[config.mk]
export PLATFORM = sky130hd
export DESIGN_NAME = voice_change_frame_ctrl
export DESIGN_NICKNAME = d
export VERILOG_FILES = /design/src/rtl/voice_change_frame_ctrl.sv
export SDC_FILE = /design/constraint.sdc
export NUM_CORES = 1
export LEC_CHECK = 0
export CAP_MARGIN = 15
export CORE_MARGIN = 5
export CORE_UTILIZATION = 40
export DETAILED_ROUTE_END_ITERATION = 10
export PLACE_DENSITY = 0.63
export SLEW_MARGIN = 0
export SYNTH_ARGS = -nofsm -noshare
export SYNTH_HDL_FRONTEND = slang
export SYNTH_SLANG_ARGS = --single-unit
[constraint.sdc]
create_clock -name clk -period 6.65 [get_ports clk]
set_input_delay 1.33 -clock clk [delete_from_list [all_inputs] [get_ports clk]]
set_output_delay 1.33 -clock clk [all_outputs]
set_load 0.02 [all_outputs]
[src/rtl/voice_change_frame_ctrl.sv]
// -----------------------------------------------------------------------------
// voice_change_frame_ctrl
//
// Read-side sequencer for the voice-change sample FIFO, running entirely in
// the FIFO read-clock domain. It waits until a whole analysis frame is
// buffered, bursts exactly FRAME_LEN reads, and forwards the samples to the
// processing core over a valid/ready stream tagged with start/end of frame.
// A flush sequence drains and discards the FIFO contents, and a sticky flag
// records any underrun seen while a frame was being read.
//
// Ports
//   clk                  FIFO read clock, all logic on the rising edge
//   rst                  synchronous active-high reset
//   enable               allows new frames to start
//   flush_req            one-cycle request to drain and discard the FIFO
//   fifo_rd_en           FIFO read enable
//   fifo_rd_data         FIFO read data, valid one cycle after fifo_rd_en
//   fifo_rd_empty        FIFO empty flag
//   fifo_rd_water_level  FIFO read-side fill level (DEPTH_WIDTH+1 bits)
//   m_data/m_valid/m_ready  sample stream to the processing core
//   m_sof/m_eof          first / last sample of a frame (qualified by m_valid)
//   busy                 high whenever the sequencer is not idle
//   frame_cnt            completed frames, wraps
//   underrun_err         sticky, FIFO ran empty in the middle of a frame
// -----------------------------------------------------------------------------
module voice_change_frame_ctrl #(
  parameter int DEPTH_WIDTH = 11,
  parameter int DATA_WIDTH  = 16,
  parameter int FRAME_LEN   = 256,
  parameter int CNT_WIDTH   = 16
) (
  input  logic                  clk,
  input  logic                  rst,
  input  logic                  enable,
  input  logic                  flush_req,
  output logic                  fifo_rd_en,
  input  logic [DATA_WIDTH-1:0] fifo_rd_data,
  input  logic                  fifo_rd_empty,
  input  logic [DEPTH_WIDTH:0]  fifo_rd_water_level,
  output logic [DATA_WIDTH-1:0] m_data,
  output logic                  m_valid,
  input  logic                  m_ready,
  output logic                  m_sof,
  output logic                  m_eof,
  output logic                  busy,
  output logic [CNT_WIDTH-1:0]  frame_cnt,
  output logic                  underrun_err
);

  localparam int RW = DEPTH_WIDTH + 1;
  localparam logic [RW-1:0] FRAME_LEN_W = RW'(FRAME_LEN);
  localparam logic [RW-1:0] LAST_IDX    = RW'(FRAME_LEN - 1);

  typedef enum logic [2:0] {
    S_IDLE,
    S_WAIT,
    S_BURST,
    S_DRAIN,
    S_FLUSH
  } state_t;

  state_t          state;
  logic [RW-1:0]   reads_issued;   // reads issued in the current frame
  logic            rd_keep_q;      // a frame read is in flight (data arrives now)
  logic            rd_any_q;       // any read (frame or flush) is in flight
  logic            inf_sof;        // tags belonging to the in-flight frame read
  logic            inf_eof;
  logic            empty_seen;     // flush: empty already seen on the previous cycle

  // Two-entry sample buffer, entry 0 is the oldest.
  logic [1:0]            occ;
  logic [DATA_WIDTH-1:0] buf_data [2];
  logic                  buf_sof  [2];
  logic                  buf_eof  [2];

  logic [1:0]            nxt_occ;
  logic [DATA_WIDTH-1:0] nxt_data [2];
  logic                  nxt_sof  [2];
  logic                  nxt_eof  [2];

  logic                  pop;
  logic                  burst_rd;
  logic                  flush_rd;
  logic [2:0]            level;
  logic                  room;
  logic [DATA_WIDTH-1:0] head_data;
  logic                  head_sof;
  logic                  head_eof;

  // ---------------------------------------------------------------------------
  // Output head. When the buffer is empty the in-flight sample is forwarded
  // straight from the FIFO, which gives one cycle from read to m_valid. If it
  // is not accepted it is captured into entry 0 on the same edge, so the
  // presented value stays stable while the core stalls.
  // ---------------------------------------------------------------------------
  always_comb begin
    if (occ != 2'd0) begin
      head_data = buf_data[0];
      head_sof  = buf_sof[0];
      head_eof  = buf_eof[0];
    end else begin
      head_data = fifo_rd_data;
      head_sof  = inf_sof;
      head_eof  = inf_eof;
    end
  end

  assign m_valid = (occ != 2'd0) || rd_keep_q;
  assign m_data  = m_valid ? head_data : '0;
  assign m_sof   = m_valid && head_sof;
  assign m_eof   = m_valid && head_eof;
  assign pop     = m_valid && m_ready;
  assign busy    = (state != S_IDLE);

  // Entries already held or on their way, minus the one leaving this cycle.
  // A new read is allowed only if its sample is guaranteed a slot.
  assign level    = {1'b0, occ} + {2'b00, rd_keep_q};
  assign room     = (level - {2'b00, pop}) < 3'd2;

  assign burst_rd = (state == S_BURST) && !fifo_rd_empty &&
                    (reads_issued < FRAME_LEN_W) && room;
  assign flush_rd = (state == S_FLUSH) && !fifo_rd_empty;

  assign fifo_rd_en = !rst && (burst_rd || flush_rd);

  // ---------------------------------------------------------------------------
  // Next buffer contents: shift out on pop, then append the arriving sample.
  // If the buffer was empty and the bypassed sample is accepted, nothing is
  // stored.
  // ---------------------------------------------------------------------------
  // NOTE: every variable gets a default at the top of always_comb; a path
  // that leaves one unassigned would infer a latch.
  always_comb begin
    nxt_occ  = occ;
    nxt_data = buf_data;
    nxt_sof  = buf_sof;
    nxt_eof  = buf_eof;

    if (pop && (occ != 2'd0)) begin
      nxt_data[0] = buf_data[1];
      nxt_sof[0]  = buf_sof[1];
      nxt_eof[0]  = buf_eof[1];
      nxt_occ     = occ - 2'd1;
    end

    if (rd_keep_q && !(pop && (occ == 2'd0))) begin
      nxt_data[nxt_occ[0]] = fifo_rd_data;
      nxt_sof[nxt_occ[0]]  = inf_sof;
      nxt_eof[nxt_occ[0]]  = inf_eof;
      nxt_occ              = nxt_occ + 2'd1;
    end
  end

  // ---------------------------------------------------------------------------
  // Sequencer, counters, flags and buffer storage.
  // ---------------------------------------------------------------------------
  // NOTE: state is written with non-blocking assignments so every register
  // sees the pre-edge values of the others, independent of statement order.
  always_ff @(posedge clk) begin
    if (rst) begin
      state        <= S_IDLE;
      reads_issued <= '0;
      rd_keep_q    <= 1'b0;
      rd_any_q     <= 1'b0;
      inf_sof      <= 1'b0;
      inf_eof      <= 1'b0;
      empty_seen   <= 1'b0;
      frame_cnt    <= '0;
      underrun_err <= 1'b0;
      occ          <= 2'd0;
      // NOTE: the buffer is only two entries of flops, so it is cleared with
      // everything else; a RAM-sized store would be left unreset.
      for (int i = 0; i < 2; i++) begin
        buf_data[i] <= '0;
        buf_sof[i]  <= 1'b0;
        buf_eof[i]  <= 1'b0;
      end
    end else begin
      occ       <= nxt_occ;
      buf_data  <= nxt_data;
      buf_sof   <= nxt_sof;
      buf_eof   <= nxt_eof;
      rd_keep_q <= burst_rd;
      rd_any_q  <= fifo_rd_en;

      // Tags are taken from the read index at issue time and travel with
      // the sample.
      if (burst_rd) begin
        reads_issued <= reads_issued + RW'(1);
        inf_sof      <= (reads_issued == '0);
        inf_eof      <= (reads_issued == LAST_IDX);
      end

      if (pop && head_eof)
        frame_cnt <= frame_cnt + CNT_WIDTH'(1);

      if ((state == S_BURST) && (reads_issued < FRAME_LEN_W) && fifo_rd_empty)
        underrun_err <= 1'b1;

      case (state)
        S_IDLE: begin
          if (flush_req) begin
            state      <= S_FLUSH;
            empty_seen <= 1'b0;
          end else if (enable) begin
            state <= S_WAIT;
          end
        end

        S_WAIT: begin
          if (flush_req) begin
            state      <= S_FLUSH;
            empty_seen <= 1'b0;
          end else if (!enable) begin
            state <= S_IDLE;
          end else if (fifo_rd_water_level >= FRAME_LEN_W) begin
            state        <= S_BURST;
            reads_issued <= '0;
          end
        end

        S_BURST: begin
          if (burst_rd && (reads_issued == LAST_IDX))
            state <= S_DRAIN;
        end

        // Leave once the eof sample has been handed over and nothing is
        // left in flight or buffered.
        S_DRAIN: begin
          if (!rd_keep_q && (occ == 2'd0))
            state <= enable ? S_WAIT : S_IDLE;
        end

        // Two consecutive empty cycles with no read outstanding means the
        // last discarded word has come back and the FIFO really is drained.
        S_FLUSH: begin
          if (fifo_rd_empty && !rd_any_q) begin
            if (empty_seen)
              state <= S_IDLE;
            else
              empty_seen <= 1'b1;
          end else begin
            empty_seen <= 1'b0;
          end
        end

        default: state <= S_IDLE;
      endcase
    end
  end

endmodule

==> reports/metrics.yaml, run 1 <==
status: "finished, final reports clean"
antennaDiodeCount: 0
die_x_um: 104.1
hold_class: "register to register"
maxCapViolCount: 0
syn-num-nets: 457
grt_pass1_vias: 2842
rr_startpoint: "rd_keep_q"
p_int_w: 0.0006307
end_kind: "primary output"
whs_ns: 0.4523
design_area_um2: 4404
tns_ns: 0
cpPeakStageDelay_ns: 0.65
first_iter_violations: 96
rsz0062_at_grt: "false"
synth_top_area_share_pct: 42.36
first_pass_iters: 4
postCtsHoldBufs: 0
core_area_um2: 8678
dp_hpwl_um: 5124
yosys-top-cells-area: "dfxtp_1 42%, mux2i_1 10%, nor2_1 6.2%"
avgSynthCellArea_um2: 8.500
worstReg2RegEnd: "reads_issued[4]"
fin_crit_ns: 5.594
synth_cell_type_count: 41
setup_slack_ns: 1.056
placed_area_um2: 4229
ys_seq_area_share_pct: 42.36
critPathKind: "input pin to primary output"
cts_tree: "built"
fmax_ghz: 0.1788
period_share_pct: 84.12
worstPathCellList: "clkdlybuf4s50_1 > xor2_1 > nand2_1 > fa_1 > nand2b_1 > or4_1 > a21oi_1 > clkdlybuf4s50_1"
vias: 3001
vias_per_cell: 5.156
path_max_fanout: 9
dieArea_um2: 10840
multi_input_area_um2: 1832
tightest_slew_ns: 1.150
power.leakage_nw: 1.611
power.switching_w: 0.0002276
fin_skew_ns: 0.008705
synth_top_flop_cell: "dfxtp_1"
start_util_pct: 40.84
grt_usage_pct: 14.54
ant_nets: 0
post-cts-setup-buffers: 0
dieHeight_um: 104.1
yosysTopAreaCell: "dfxtp_1"
rows: 34
post_cts_resized: 0
htree_levels: 3
routedWlPerCell_um: 13.35
cp_slowest_cell: "or4_1"
finalMaxSlewViolations: 0
cp.required_ns: 5.32
grt_max_degree: 66
fin_nets: 511
path_buf_inv: 2
place_worst_setup_slack_ns: 1.059
cts_buffer_depth: 2
critPathMostFrequentCell: "clkdlybuf4s50_1"
insertion_delay_ns: 0.33
hp-start: "reads_issued[8]"
clockPowerShare_pct: 33.0
wirelength_um: 7772
area_growth_pct: 24.25
io_pins: 72
cts.clk_slew.worst_paths_ns: 0.07
cts_buffers: 9
antenna_found_initial: 0
final_core_util_pct: 50.75
holdPathStages: 2
worstSetupStartpoint: "m_ready"
grt-ovfl-total: 0
r2r.worst_path.cells: 8
syn_inst: 417
cts-root-buf: "clkbuf_8"
seq_area_um2: 1501
synth_edf_count: 0
max_slew_margin_pct: 22.60
async_flop_share_pct: 0
comb_power_share_pct: 13.3
gp_congestion: 0.7506
swShare_pct: 26.52
drcViolationCount: 0
power_frac_seq_pct: 53.7
power_density_nw_per_um2: 194.9
yosys_warnings: 0
ir_worst_vdd_v: 0.0001042
port_buffers: 63
hold_viol_final: 0
cts.sink_count: 75
drive_gt1_share_pct: 5.063
critical_path.startpoint_type: "input pin"
grt_pass1_wl_um: 13520
setup_viol: 0
synth-seq-cells: 75
netlist_area_um2: 3545
cp_top_family: "buffers and inverters"
hold-path-endpoint: "reads_issued[8]"
fillers: 835
cp_data_arrival_time_ns: 4.26
regToRegSetupSlack_ns: 3.37
[cells in the final DEF (no fill, tap or decap), types with 16 or more instances in the layout]
cell type and count:
mux2i_1 37, nand2_1 18, dfxtp_1 75, clkdlybuf4s50_1 62, inv_1 28, nor2_1 59, nand3_1 28, a21oi_1 16
o21ai_0 24, a211oi_1 20
[routing by layer]
layer | routed length, um | GRT usage (%)
met4 | 32 | 2.498
met2 | 3474 | 23.04
met5 | 0 | 0
met3 | 425 | 5.338
met1 | 3839 | 19.23
[layout make-up]
| cell class | count | share of cell area, % |
|---|---|---|
| Inverter | 28 | 2.386 |
| Clock inverter | 4 | 0.4545 |
| Multi-Input combinational cell | 289 | 41.59 |
| Timing Repair Buffer | 68 | 15.51 |
| Tap cell | 108 | 3.068 |
| Clock buffer | 10 | 2.898 |
| Sequential cell | 75 | 34.09 |
[worst max-delay path by stage]
stage	to	slack (ns)	depth (start not counted)
6_report	fifo_rd_en	1.06	8
5_1_grt	fifo_rd_en	0.92	8
4_1_cts	fifo_rd_en	1.05	8
3_5_place_dp	fifo_rd_en	1.06	8
3_3_place_gp	fifo_rd_en	1.06	8
2_1_floorplan	fifo_rd_en	2.28	7
[synth_stat cells (5+ instances only)]
master,number
dfxtp_1,75
nor2_1,59
mux2i_1,37
inv_1,28
nand3_1,28
o21ai_0,24
a211oi_1,20
clkbuf_1,18
nand2_1,18
a21oi_1,16
xor2_1,11
xnor2_1,10
nand2b_1,7
and3_1,6
nor3_1,6
or3_1,6
ha_1,5
nand4_1,5
[stage by stage]
stage               instances  total power, W
global route              582       0.0009010
CTS                       581       0.0008725
detailed placement        567       0.0005874
global placement          567       0.0005858
finish                    582       0.0008583
floorplan                 417       0.0005461
[worst reg2reg max path, delay by kind of cell (launching register included)]
family / cells / cell delay (ns)
AND/OR/NAND/NOR: 6 / 1.86
adder cells (fa/ha/maj): 1 / 0.50
flip-flops: 1 / 0.62
XOR/XNOR: 1 / 0.18
[power by group through the flow]
stage	clock, W	sequential (W)	combinational [W]
finish	0.000283	0.000461	0.000115
global route	0.000311	0.000462	0.000128
CTS	0.000296	0.000461	0.000116
detailed placement	0	0.000471	0.000116
global placement	0	0.000471	0.000114
floorplan	0	0.000468	0.0000786
[logic make-up (layout without fill, tap and decap cells)]
logic type               Yosys count  after routing  synth area share (%)
multiplexers                      37             37                 10.45
buffers and inverters             53            110                 5.965
flip-flops                        75             75                 42.36
adder cells (fa/ha/maj)            6              6                 2.330
AND/OR/NAND/NOR                  156            156                 21.74
AO/OA/AOI/OAI                     69             69                 11.97
XOR/XNOR                          21             21                 5.189
Power figures use the tool's default switching activity.
==> inputs of run 2 (changes only) <==
clock period = 5.7 ns   (was 6.65 ns; I/O delays follow)
==> run 2 against run 1 <==
Effect of this change:
- sequential share of layout area shrank 0.33 points
- worst setup slack lost 0.54 ns
- worst hold slack is essentially flat
- power grew 26%
- routed wire length grew 4.0%
- via count grew 1.2%
- non-clock buffer count grew 1
==> reports/metrics.yaml, run 2 (synthesis gave the netlist of run 1 again) <==
insertion_delay_ns: 0.35
power.leakage_nw: 1.621
fmax_ghz: 0.1928
final_cell_mix: "75 x dfxtp_1, 62 x clkdlybuf4s50_1, 59 x nor2_1"
grt_pass1_wl_um: 14260
grt_max_degree: 66
tns_ns: 0
power_density_nw_per_um2: 243.4
cts_buffer_depth: 2
io_pins: 72
cp.required_ns: 4.56
dieHeight_um: 104.1
ir_worst_vdd_v: 0.0001267
area_growth_pct: 25.45
critPathKind: "input pin to primary output"
wirelength_um: 8081
place_inst: 568
antenna_found_initial: 0
cts.clk_slew.worst_paths_ns: 0.07
cts_buffers: 9
seq_area_um2: 1501
final_cells: 585
maxCapViolCount: 0
post-cts-setup-buffers: 0
cp_data_arrival_time_ns: 4.05
ant_nets: 0
layout_commonest_cell: "dfxtp_1"
drcViolationCount: 0
end_kind: "primary output"
highest_layer: "met4"
start_util_pct: 40.84
hold_viol_final: 0
dieArea_um2: 10840
dp_hpwl_um: 5270
cts_tree: "built"
first_pass_iters: 5
max_slew_margin_pct: 39.35
routedWlPerCell_um: 13.81
vias: 3037
tightest_slew_ns: 0.9086
period_share_pct: 91.00
rows: 34
fin_nets: 512
post_cts_resized: 0
cts-root-buf: "clkbuf_8"
setup_viol: 0
fin_skew_ns: 0.01228
htree_levels: 3
grt_usage_pct: 15.66
hold_class: "register to register"
drive_gt1_share_pct: 5.451
grt-ovfl-total: 0
port_buffers: 63
vias_per_cell: 5.191
grt_pass1_vias: 3059
first_iter_violations: 124
core_area_um2: 8678
postCtsHoldBufs: 0
whs_ns: 0.4524
path_max_fanout: 9
critical_path.startpoint_type: "input pin"
dr_wl_met2_um: 3767
cts.sink_count: 75
antennaDiodeCount: 0
fillers: 865
finalMaxSlewViolations: 0
gp_congestion: 0.7785
status: "finished, final reports clean"
die_x_um: 104.1
drt-met1-wl_um: 3804
wl_met3_um: 421
fin_crit_ns: 5.187
multi_input_area_um2: 1832
rsz0062_at_grt: "false"
-- run 2: cell types whose count changed in the layout (fill, tap and decap cells not counted) --
cell	delta
buf_16	-1
buf_4	+1
buf_8	+1
bufinv_16	+1
clkbuf_1	+1
clkbuf_8	+1
clkinv_2	-3
clkinvlp_4	+2
-- run 2: worst max-delay path: stages --
cell and delay [ns]:
clkdlybuf4s50_1 0.60, xor2_1 0.17, nand2_1 0.08, fa_1 0.52, nand2b_1 0.06, or4_1 0.64
a21oi_1 0.19, clkdlybuf4s50_1 0.63
-- run 2: where the power goes --
group	total (W)	internal, W	leakage [nW]	switching (W)
clock	0.000410	0.000214	0.0926	0.000196
combinational	0.000135	0.0000555	0.924	0.0000793
sequential	0.000538	0.000530	0.605	0.00000798
total	0.00108	0.000799	1.62	0.000283
-- run 2: path summary, 6_finish.rpt --
kind | slack, ns | cells past startpoint | startpoint | endpoint
worst min register to register | 0.45 | 2 | reads_issued[8] | reads_issued[8]
worst max-delay path | 0.51 | 8 | m_ready | fifo_rd_en
worst min-delay path | 0.45 | 2 | reads_issued[8] | reads_issued[8]
worst max register to register | 2.62 | 8 | rd_keep_q | state[0]
-- run 2: area by class of cell --
class	instances	share of cell area [%]
Tap cell	108	3.039
Clock inverter	4	1.125
Timing Repair Buffer	69	15.25
Multi-Input combinational cell	289	41.19
Sequential cell	75	33.76
Clock buffer	12	3.264
Inverter	28	2.364
-- run 2: per-stage QoR --
step | worst slack [ns] | power (W) | util (%) | cell area (um2)
2_1_floorplan | 1.708 | 0.0006372 | - | 3545
3_3_place_gp | 0.5213 | 0.0006831 | 48.82 | 4237
3_5_place_dp | 0.5009 | 0.0006859 | 48.82 | 4237
4_1_cts | 0.4960 | 0.001096 | 51.07 | 4432
5_1_grt | 0.3187 | 0.001138 | 51.24 | 4447
6_report | 0.5131 | 0.001082 | 51.24 | 4447
-- run 2: routing by layer --
layer  track usage [%]  vias up
li1                  -     1544
met1             19.26     1412
met2             25.59       73
met3             5.897        8
met4             4.440        0
met5                 0        -
==> inputs of run 3 (changes only) <==
GPL_ROUTABILITY_DRIVEN = 0   (was not set)
REMOVE_ABC_BUFFERS = 1   (was not set)
==> run 3 against run 2 <==
Effect of this change:
- global-route usage decreased by 1.1 points
- largest cell class unchanged
- register-to-register slack got worse by 0.07 ns
- utilization grew 0.65 points
==> reports/metrics.yaml, run 3 (synthesis gave the netlist of run 1 again) <==
first_iter_violations: 111
setup_viol: 0
antenna_found_initial: 0
power.leakage_nw: 1.656
area_growth_pct: 27.04
fin_nets: 512
grt_max_degree: 65
core_area_um2: 8678
critPathKind: "input pin to primary output"
hold_class: "register to register"
ir_worst_vdd_v: 0.0001322
cpPeakStageDelay_ns: 0.63
period_share_pct: 88.33
insertion_delay_ns: 0.34
hold-path-endpoint: "reads_issued[8]"
cts.clk_slew.worst_paths_ns: 0.07
critPathMostFrequentCell: "clkdlybuf4s50_1"
path_max_fanout: 7
dieHeight_um: 104.1
tns_ns: 0
design_area_um2: 4503
cp.required_ns: 4.56
ant_nets: 0
maxCapViolCount: 0
rsz0062_at_grt: "false"
htree_levels: 3
final_cell_mix: "75 x dfxtp_1, 62 x clkdlybuf4s50_1, 59 x nor2_1"
start_util_pct: 40.84
setup_slack_ns: 0.6653
r2r.worst_path.cells: 10
finalMaxSlewViolations: 0
fmax_ghz: 0.1986
cts_buffer_depth: 2
status: "finished, final reports clean"
end_kind: "primary output"
place_inst: 567
vias: 3005
power_density_nw_per_um2: 257.8
rr_startpoint: "occ[0]"
worstPathCellList: "clkdlybuf4s50_1 > xor2_1 > nand2_1 > fa_1 > nand2b_1 > or4_1 > a21oi_1 > clkdlybuf4s50_1"
die_x_um: 104.1
routedWlPerCell_um: 13.27
grt-ovfl-total: 0
fin_crit_ns: 5.035
placed_area_um2: 4229
tightest_slew_ns: 1.179
cts.sink_count: 75
cp_data_arrival_time_ns: 3.89
cts_tree: "built"
hold_viol_final: 0
first_pass_iters: 4
max_slew_margin_pct: 21.40
cts-root-buf: "clkbuf_8"
grt_pass1_wl_um: 13500
wirelength_um: 7763
cp_slowest_cell: "clkdlybuf4s50_1"
holdPathStages: 2
postCtsHoldBufs: 0
fin_skew_ns: 0.009157
hp-start: "reads_issued[8]"
regToRegSetupSlack_ns: 2.55
io_pins: 72
drcViolationCount: 0
dp_hpwl_um: 5164
final_cells: 585
antennaDiodeCount: 0
layout_commonest_cell: "dfxtp_1"
port_buffers: 63
post-cts-setup-buffers: 0
rows: 34
drive_gt1_share_pct: 5.660
place_worst_setup_slack_ns: 0.6554
cts_buffers: 9
grt_pass1_vias: 2953
vias_per_cell: 5.137
post_cts_resized: 0
critical_path.startpoint_type: "input pin"
grt_usage_pct: 14.53
dieArea_um2: 10840
==> run 3: metrics by stage <==
step | utilization, % | total power [W] | hold WS (ns)
floorplan | - | 0.0006242 | 0.4258
global placement | 48.73 | 0.0006823 | 0.4403
detailed placement | 48.73 | 0.0006847 | 0.4438
CTS | 51.51 | 0.001178 | 0.4557
global route | 51.89 | 0.001211 | 0.4918
finish | 51.89 | 0.001161 | 0.4550
==> run 3: worst max-delay path by stage <==
stage,start,endpoint,depth (start not counted)
after detailed placement,m_ready,fifo_rd_en,8
after floorplan,occ[0],fifo_rd_en,8
after global placement,m_ready,fifo_rd_en,8
after global routing,m_ready,fifo_rd_en,8
after CTS,m_ready,fifo_rd_en,8
final,m_ready,fifo_rd_en,8
==> run 3: power by group <==
part	internal, W	switching, W	leakage (nW)	total [W]
combinational	0.0000556	0.0000779	0.928	0.000134
sequential	0.000530	0.00000783	0.605	0.000538
clock	0.000302	0.000188	0.123	0.000490
total	0.000887	0.000274	1.66	0.00116
==> run 3: metal layers <==
metal / up-vias / part of all wire, % / track usage [%]
met5: - / 0 / 0
met4: 0 / 1.0 / 3.423
met3: 9 / 4.3 / 4.593
met2: 52 / 46 / 23.86
met1: 1395 / 49 / 18.59
li1: 1549 / - / -
==> run 3: worst max-delay path, delay by kind of cell <==
family / cells / cell delay [ns]
XOR/XNOR: 1 / 0.17
AO/OA/AOI/OAI: 1 / 0.17
buffers and inverters: 2 / 1.25
adder cells (fa/ha/maj): 1 / 0.52
AND/OR/NAND/NOR: 3 / 0.63
==> run 3: layout make-up <==
type / count / area (um2)
Fill cell: 852 / 4175
Multi-Input combinational cell: 289 / 1832
Sequential cell: 75 / 1501
Timing Repair Buffer: 69 / 688.2
Clock buffer: 11 / 141.4
Tap cell: 108 / 135.1
Inverter: 28 / 105.1
Clock inverter: 5 / 100.1
